===== config.mk =====
export PLATFORM = sky130hd
export DESIGN_NAME = controlador_banco_registradores
export DESIGN_NICKNAME = d
export VERILOG_FILES = /design/src/rtl/controlador_banco_registradores.sv
export SDC_FILE = /design/constraint.sdc
export NUM_CORES = 1
export LEC_CHECK = 0
export CORE_UTILIZATION = 43
export CTS_CLUSTER_SIZE = 12
export DETAILED_ROUTE_END_ITERATION = 12
export PLACE_DENSITY_LB_ADDON = 0.25
export SYNTH_ARGS = -nofsm -noshare
export SYNTH_HDL_FRONTEND = slang
export SYNTH_SLANG_ARGS = --single-unit

===== constraint.sdc =====
create_clock -name clk -period 3.7 [get_ports clk]
set_clock_uncertainty 0.15 [all_clocks]
set_input_delay 0.74 -clock clk [delete_from_list [all_inputs] [get_ports clk]]
set_output_delay 0.74 -clock clk [all_outputs]
set_load 0.03 [all_outputs]

===== src/rtl/controlador_banco_registradores.sv =====
// Initiator-side controller for the 32x16 register file. It serialises operand
// reads and buffered result writes onto the file's single RW port. Writes that
// target a pending read's operands are drained first. Out-of-range addresses
// are flagged.
module controlador_banco_registradores #(
  parameter int PROFUNDIDADE = 2,
  parameter int LARGURA_DADO = 16,
  parameter int LARGURA_END  = 6
) (
  input  logic                    clk,
  input  logic                    reset,
  input  logic                    req_leitura,
  input  logic [LARGURA_END-1:0]  end_A,
  input  logic [LARGURA_END-1:0]  end_B,
  output logic                    pronto_leitura,
  output logic [LARGURA_DADO-1:0] dado_A,
  output logic [LARGURA_DADO-1:0] dado_B,
  output logic                    leitura_valida,
  input  logic                    req_escrita,
  input  logic [LARGURA_END-1:0]  end_C,
  input  logic [LARGURA_DADO-1:0] dado_escrita,
  output logic                    escrita_cheia,
  output logic                    buffer_vazio,
  output logic                    erro_endereco,
  output logic [LARGURA_END-1:0]  regA,
  output logic [LARGURA_END-1:0]  regB,
  output logic [LARGURA_END-1:0]  regC,
  output logic [LARGURA_DADO-1:0] dado,
  output logic                    RW,
  input  logic [LARGURA_DADO-1:0] regsaidaA,
  input  logic [LARGURA_DADO-1:0] regsaidaB
);

  localparam int                     PW         = (PROFUNDIDADE > 1) ? $clog2(PROFUNDIDADE) : 1;
  localparam logic [PW:0]            CONT_CHEIO = (PW+1)'(PROFUNDIDADE);
  localparam logic [PW:0]            UM_CONT    = (PW+1)'(1);
  localparam logic [PW-1:0]          UM_PTR     = PW'(1);
  localparam logic [LARGURA_END-1:0] END_MAX    = LARGURA_END'(31);

  localparam logic [1:0] OCIOSO  = 2'd0;
  localparam logic [1:0] LEITURA = 2'd1;
  localparam logic [1:0] CAPTURA = 2'd2;

  // read-side state
  logic [1:0]              estado_r, estado_prox_s;
  logic                    pendente_r;
  logic [LARGURA_END-1:0]  end_a_r, end_b_r;
  logic                    inval_a_r, inval_b_r;
  logic [LARGURA_DADO-1:0] dado_a_r, dado_b_r;
  logic                    leitura_valida_r, erro_r;

  // write buffer
  logic [LARGURA_END-1:0]  fifo_end_r  [PROFUNDIDADE];
  logic [LARGURA_DADO-1:0] fifo_dado_r [PROFUNDIDADE];
  logic [PROFUNDIDADE-1:0] val_r;
  logic [PW-1:0]           ptr_esc_r, ptr_lei_r;
  logic [PW:0]             cont_r, cont_prox_s;
  logic                    escrita_cheia_r, buffer_vazio_r;

  // register-file bus
  logic [LARGURA_END-1:0]  reg_a_r, reg_b_r, reg_c_r;
  logic [LARGURA_DADO-1:0] dado_r;
  logic                    rw_r;

  logic end_a_fora_s, end_b_fora_s, end_c_fora_s;
  logic aceita_leitura_s, tenta_escrita_s, push_s, pop_s;
  logic hazard_s, emite_leitura_s;

  assign end_a_fora_s     = (end_A > END_MAX);
  assign end_b_fora_s     = (end_B > END_MAX);
  assign end_c_fora_s     = (end_C > END_MAX);
  assign aceita_leitura_s = req_leitura & ~pendente_r;
  assign tenta_escrita_s  = req_escrita & ~escrita_cheia_r;
  assign push_s           = tenta_escrita_s & ~end_c_fora_s;
  assign emite_leitura_s  = pendente_r & (estado_r == OCIOSO) & ~hazard_s;
  assign pop_s            = ~emite_leitura_s & ~buffer_vazio_r;

  // Hazard: a buffered write targets a valid operand of the pending read
  always_comb begin
    hazard_s = 1'b0;
    for (int i = 0; i < PROFUNDIDADE; i++) begin
      if (val_r[i] && ((!inval_a_r && (fifo_end_r[i] == end_a_r)) ||
                       (!inval_b_r && (fifo_end_r[i] == end_b_r)))) begin
        hazard_s = 1'b1;
      end else begin
        hazard_s = hazard_s;
      end
    end
  end

  // Next buffer occupancy from this cycle's push/pop
  always_comb begin
    cont_prox_s = cont_r;
    case ({push_s, pop_s})
      2'b10:   cont_prox_s = cont_r + UM_CONT;
      2'b01:   cont_prox_s = cont_r - UM_CONT;
      default: cont_prox_s = cont_r;
    endcase
  end

  // Read sequencer next state: idle until issued, then one bus cycle and one capture cycle
  always_comb begin
    estado_prox_s = estado_r;
    case (estado_r)
      OCIOSO: begin
        if (emite_leitura_s) begin
          estado_prox_s = LEITURA;
        end else begin
          estado_prox_s = OCIOSO;
        end
      end
      LEITURA: estado_prox_s = CAPTURA;
      CAPTURA: estado_prox_s = OCIOSO;
      default: estado_prox_s = OCIOSO;
    endcase
  end

  // Write buffer storage, pointers and registered full/empty flags
  always_ff @(posedge clk) begin
    if (reset) begin
      ptr_esc_r       <= '0;
      ptr_lei_r       <= '0;
      cont_r          <= '0;
      val_r           <= '0;
      escrita_cheia_r <= 1'b0;
      buffer_vazio_r  <= 1'b1;
    end else begin
      if (pop_s) begin
        val_r[ptr_lei_r] <= 1'b0;
        ptr_lei_r        <= ptr_lei_r + UM_PTR;
      end
      if (push_s) begin
        val_r[ptr_esc_r]       <= 1'b1;
        fifo_end_r[ptr_esc_r]  <= end_C;
        fifo_dado_r[ptr_esc_r] <= dado_escrita;
        ptr_esc_r              <= ptr_esc_r + UM_PTR;
      end
      cont_r          <= cont_prox_s;
      escrita_cheia_r <= (cont_prox_s == CONT_CHEIO);
      buffer_vazio_r  <= (cont_prox_s == '0);
    end
  end

  // Read acceptance, operand capture, valid pulse and address-error pulse
  always_ff @(posedge clk) begin
    if (reset) begin
      estado_r         <= OCIOSO;
      pendente_r       <= 1'b0;
      end_a_r          <= '0;
      end_b_r          <= '0;
      inval_a_r        <= 1'b0;
      inval_b_r        <= 1'b0;
      dado_a_r         <= '0;
      dado_b_r         <= '0;
      leitura_valida_r <= 1'b0;
      erro_r           <= 1'b0;
    end else begin
      estado_r <= estado_prox_s;
      if (aceita_leitura_s) begin
        pendente_r <= 1'b1;
        end_a_r    <= end_a_fora_s ? '0 : end_A;
        end_b_r    <= end_b_fora_s ? '0 : end_B;
        inval_a_r  <= end_a_fora_s;
        inval_b_r  <= end_b_fora_s;
      end else if (estado_r == CAPTURA) begin
        pendente_r <= 1'b0;
      end
      if (estado_r == CAPTURA) begin
        dado_a_r <= inval_a_r ? '0 : regsaidaA;
        dado_b_r <= inval_b_r ? '0 : regsaidaB;
      end
      leitura_valida_r <= (estado_r == CAPTURA);
      erro_r <= (aceita_leitura_s & (end_a_fora_s | end_b_fora_s)) |
                (tenta_escrita_s & end_c_fora_s);
    end
  end

  // Bus arbitration: unblocked read first, else drain one buffered write, else idle
  always_ff @(posedge clk) begin
    if (reset) begin
      rw_r    <= 1'b0;
      reg_a_r <= '0;
      reg_b_r <= '0;
      reg_c_r <= '0;
      dado_r  <= '0;
    end else if (emite_leitura_s) begin
      rw_r    <= 1'b0;
      reg_a_r <= end_a_r;
      reg_b_r <= end_b_r;
    end else if (pop_s) begin
      rw_r    <= 1'b1;
      reg_c_r <= fifo_end_r[ptr_lei_r];
      dado_r  <= fifo_dado_r[ptr_lei_r];
    end else begin
      rw_r <= 1'b0;
    end
  end

  assign pronto_leitura = ~pendente_r;
  assign dado_A         = dado_a_r;
  assign dado_B         = dado_b_r;
  assign leitura_valida = leitura_valida_r;
  assign escrita_cheia  = escrita_cheia_r;
  assign buffer_vazio   = buffer_vazio_r;
  assign erro_endereco  = erro_r;
  assign regA           = reg_a_r;
  assign regB           = reg_b_r;
  assign regC           = reg_c_r;
  assign dado           = dado_r;
  assign RW             = rw_r;

endmodule


==> results.toml <==
[outcome]
status = "finished clean"

[global_routing]
overflow = 0
grt_max_degree = 36
grt_usage = 0.208
grt_pass1_vias = 3770
grt_pass1_wl_um = 18600
antenna_found_initial = 0

[logic_synthesis]
netlist_area_mm2 = 0.00499
yosysSeqAreaShare = 0.641
avgSynthCellArea_um2 = 12.0
synth.area.top_cells = "dfxtp_1, edfxtp_1, a22o_1"
synth_edf_count = 44
yosysTopAreaCell = "dfxtp_1"
ys_async_sr_fraction = 0
netlist.area_leader.share = 0.377
synth_flop_cell = "dfxtp_1"
ys_ff_latch = 138
postSynthNetCount = 487
synth.distinct_cells = 34
synthCells = 416
ys.warnings.count = 0

[sta]
maxSlewHeadroom = 0.251
slew_violations = 0
setup_viol = 0
fmax_mhz = 349
period_share = 0.775
finalSetupTns_ps = 0
tightest_slew_ps = 1120
hold_violations = 0
finalWorstSetupSlack_ps = 831
min_period_ps = 2870
rsz0062_at_grt = "no"

[critical_path]
cp.arrival_ps = 3060
rr_worst_depth = 9
startpoint_type = "flop"
path_depth = 9
end_kind = "flop"
critical_path.top_delay_family = "simple AND/OR/NAND/NOR gates"
worst-path-buf-inv = 0
cp_max_fo = 16
critical_path_required_ps = 3900
critPathMaxStageDelay_ps = 460
slowest_stage = "edfxtp_1"
worstPathCellList = "xor2_1, nor4_1, a22oi_1, o2111a_2, nor2_2, ha_1, or3_1, a21oi_1, and2_1"
critPathKind = "flop to flop"

[power]
p_leak_nw = 2.53
cellPowerDensity_mw_per_mm2 = 606
ir_drop_v = 0.000343

[clock_tree]
clockBufferDepth = 2
cts_buffers = 17
clock_sinks = 138
hold_buffers = 0
path_clk_slew_ps = 60
clk_latency_ps = 410
cts-htree-levels = 4
cts_tree = "done"
root_buffer = "clkbuf_16"
post-cts-setup-buffers = 0
post_cts_resized = 0

[place]
place_congestion = 0.864
place_ws_ps = 658
dp_hpwl_um = 8050
port_buffers = 141

[die]
die_w_um = 110
pin_count = 142
rows = 38
start_util = 0.451
dieArea_mm2 = 0.0120
die_y_um = 110
coreArea_mm2 = 0.0111

[layout]
final_cell_mix = "clkdlybuf4s50_1, dfxtp_1, a21oi_1"
antenna_cells = 0
fill_cells = 895
final_common_cell = "clkdlybuf4s50_1"
nets = 628
drive_gt1_frac = 0.0807
area_growth_pct = 42.5
seqCellArea_mm2 = 0.00320
multiInputGateArea_mm2 = 0.00167

[route]
avgRoutedWirePerCell_um = 16.4
drtAntennaViolNets = 0
drc_errors = 0
drt_iter0_drc = 204
via_per_inst = 5.24
vias = 3721
firstDrtPassIters = 5
wl_um = 11600

[min_path]
min_path_type = "flop to flop"
whs_path_depth = 2

[run]
maxCapViolations = 0
-- where the power goes --
group / leakage, nW / switching [mW] / internal [mW] / total [mW]
logic: 1.08 / 0.473 / 0.384 / 0.857
clock network: 0.283 / 0.611 / 1.03 / 1.64
registers: 1.16 / 0.111 / 1.70 / 1.81
-- state kept, by name, indices dropped and copies added (netlist names), 6 cells and up --
register and flops:
fifo_dado_r 32, regB 6, end_b_r 6, dado_A 16, regA 6, fifo_end_r 12, end_a_r 6, dado 16
regC 6, dado_B 16
-- synthesized netlist by cell type, drive strengths merged, types with 3 or more instances --
cell     n
xnor2    6
nor3b    3
inv      5
a22o    32
o21ai    3
nand2   39
dfxtp   94
a211oi  22
xor2    21
nand3b  11
nor4     3
mux2i   22
buf      7
edfxtp  44
nor2     7
clkbuf  20
a21oi   51
nor3     8
-- cell families after synthesis --
logic type / share of synthesized area
flip-flops: 0.641
AO/OA/AOI/OAI: 0.153
AND/OR/NAND/NOR: 0.0834
buffers and inverters: 0.0278
XOR/XNOR: 0.0474
multiplexers: 0.0441
adder cells (fa/ha/maj): 0.00251
-- worst min-delay path: cells and delay by family, from the launching register on --
family | cells | cell delay, ps
AOI/OAI and AO/OA | 1 | 50
DFF | 1 | 300
and+or+nand+nor | 1 | 50
-- per-stage QoR --
stage	hold slack, ps	instance area [µm²]	util	total power, mW	cells
2_1_floorplan	273	4990	-	2.34	416
6_report	302	7120	0.642	4.31	710
5_1_grt	318	7120	0.642	4.50	710
4_1_cts	299	7120	0.642	4.35	710
3_3_place_gp	280	6540	0.590	2.68	678
3_5_place_dp	290	6540	0.590	2.70	678
-- cell type report --
class / instances / area share
multi-input combinational: 246 / 0.235
timing repair buffer: 149 / 0.206
sequential: 138 / 0.450
clock inverter: 11 / 0.0169
inverter: 5 / 0.00264
tap: 140 / 0.0246
clock buffer: 21 / 0.0649
-- layer usage --
metal  part of all wire  vias to the layer above  routed length [µm]  global-route usage
met3              0.067                       15                 777              0.0646
met4              0.014                        0                 159              0.0790
met1               0.41                     1764                4720               0.237
met5                  0                        -                   0                   0
met2               0.51                      137                5960               0.365
li1                   -                     1805                   -                   -
-- path summary, 6_finish.rpt --
path,from,end,slack [ps]
setup / recovery,fifo_end_r[1][4],escrita_cheia,830
hold / removal,regB[5],regB[5],300
setup reg to reg,fifo_end_r[1][4],escrita_cheia,830
hold reg to reg,regB[5],regB[5],300
(Power assumes the default switching activity.)
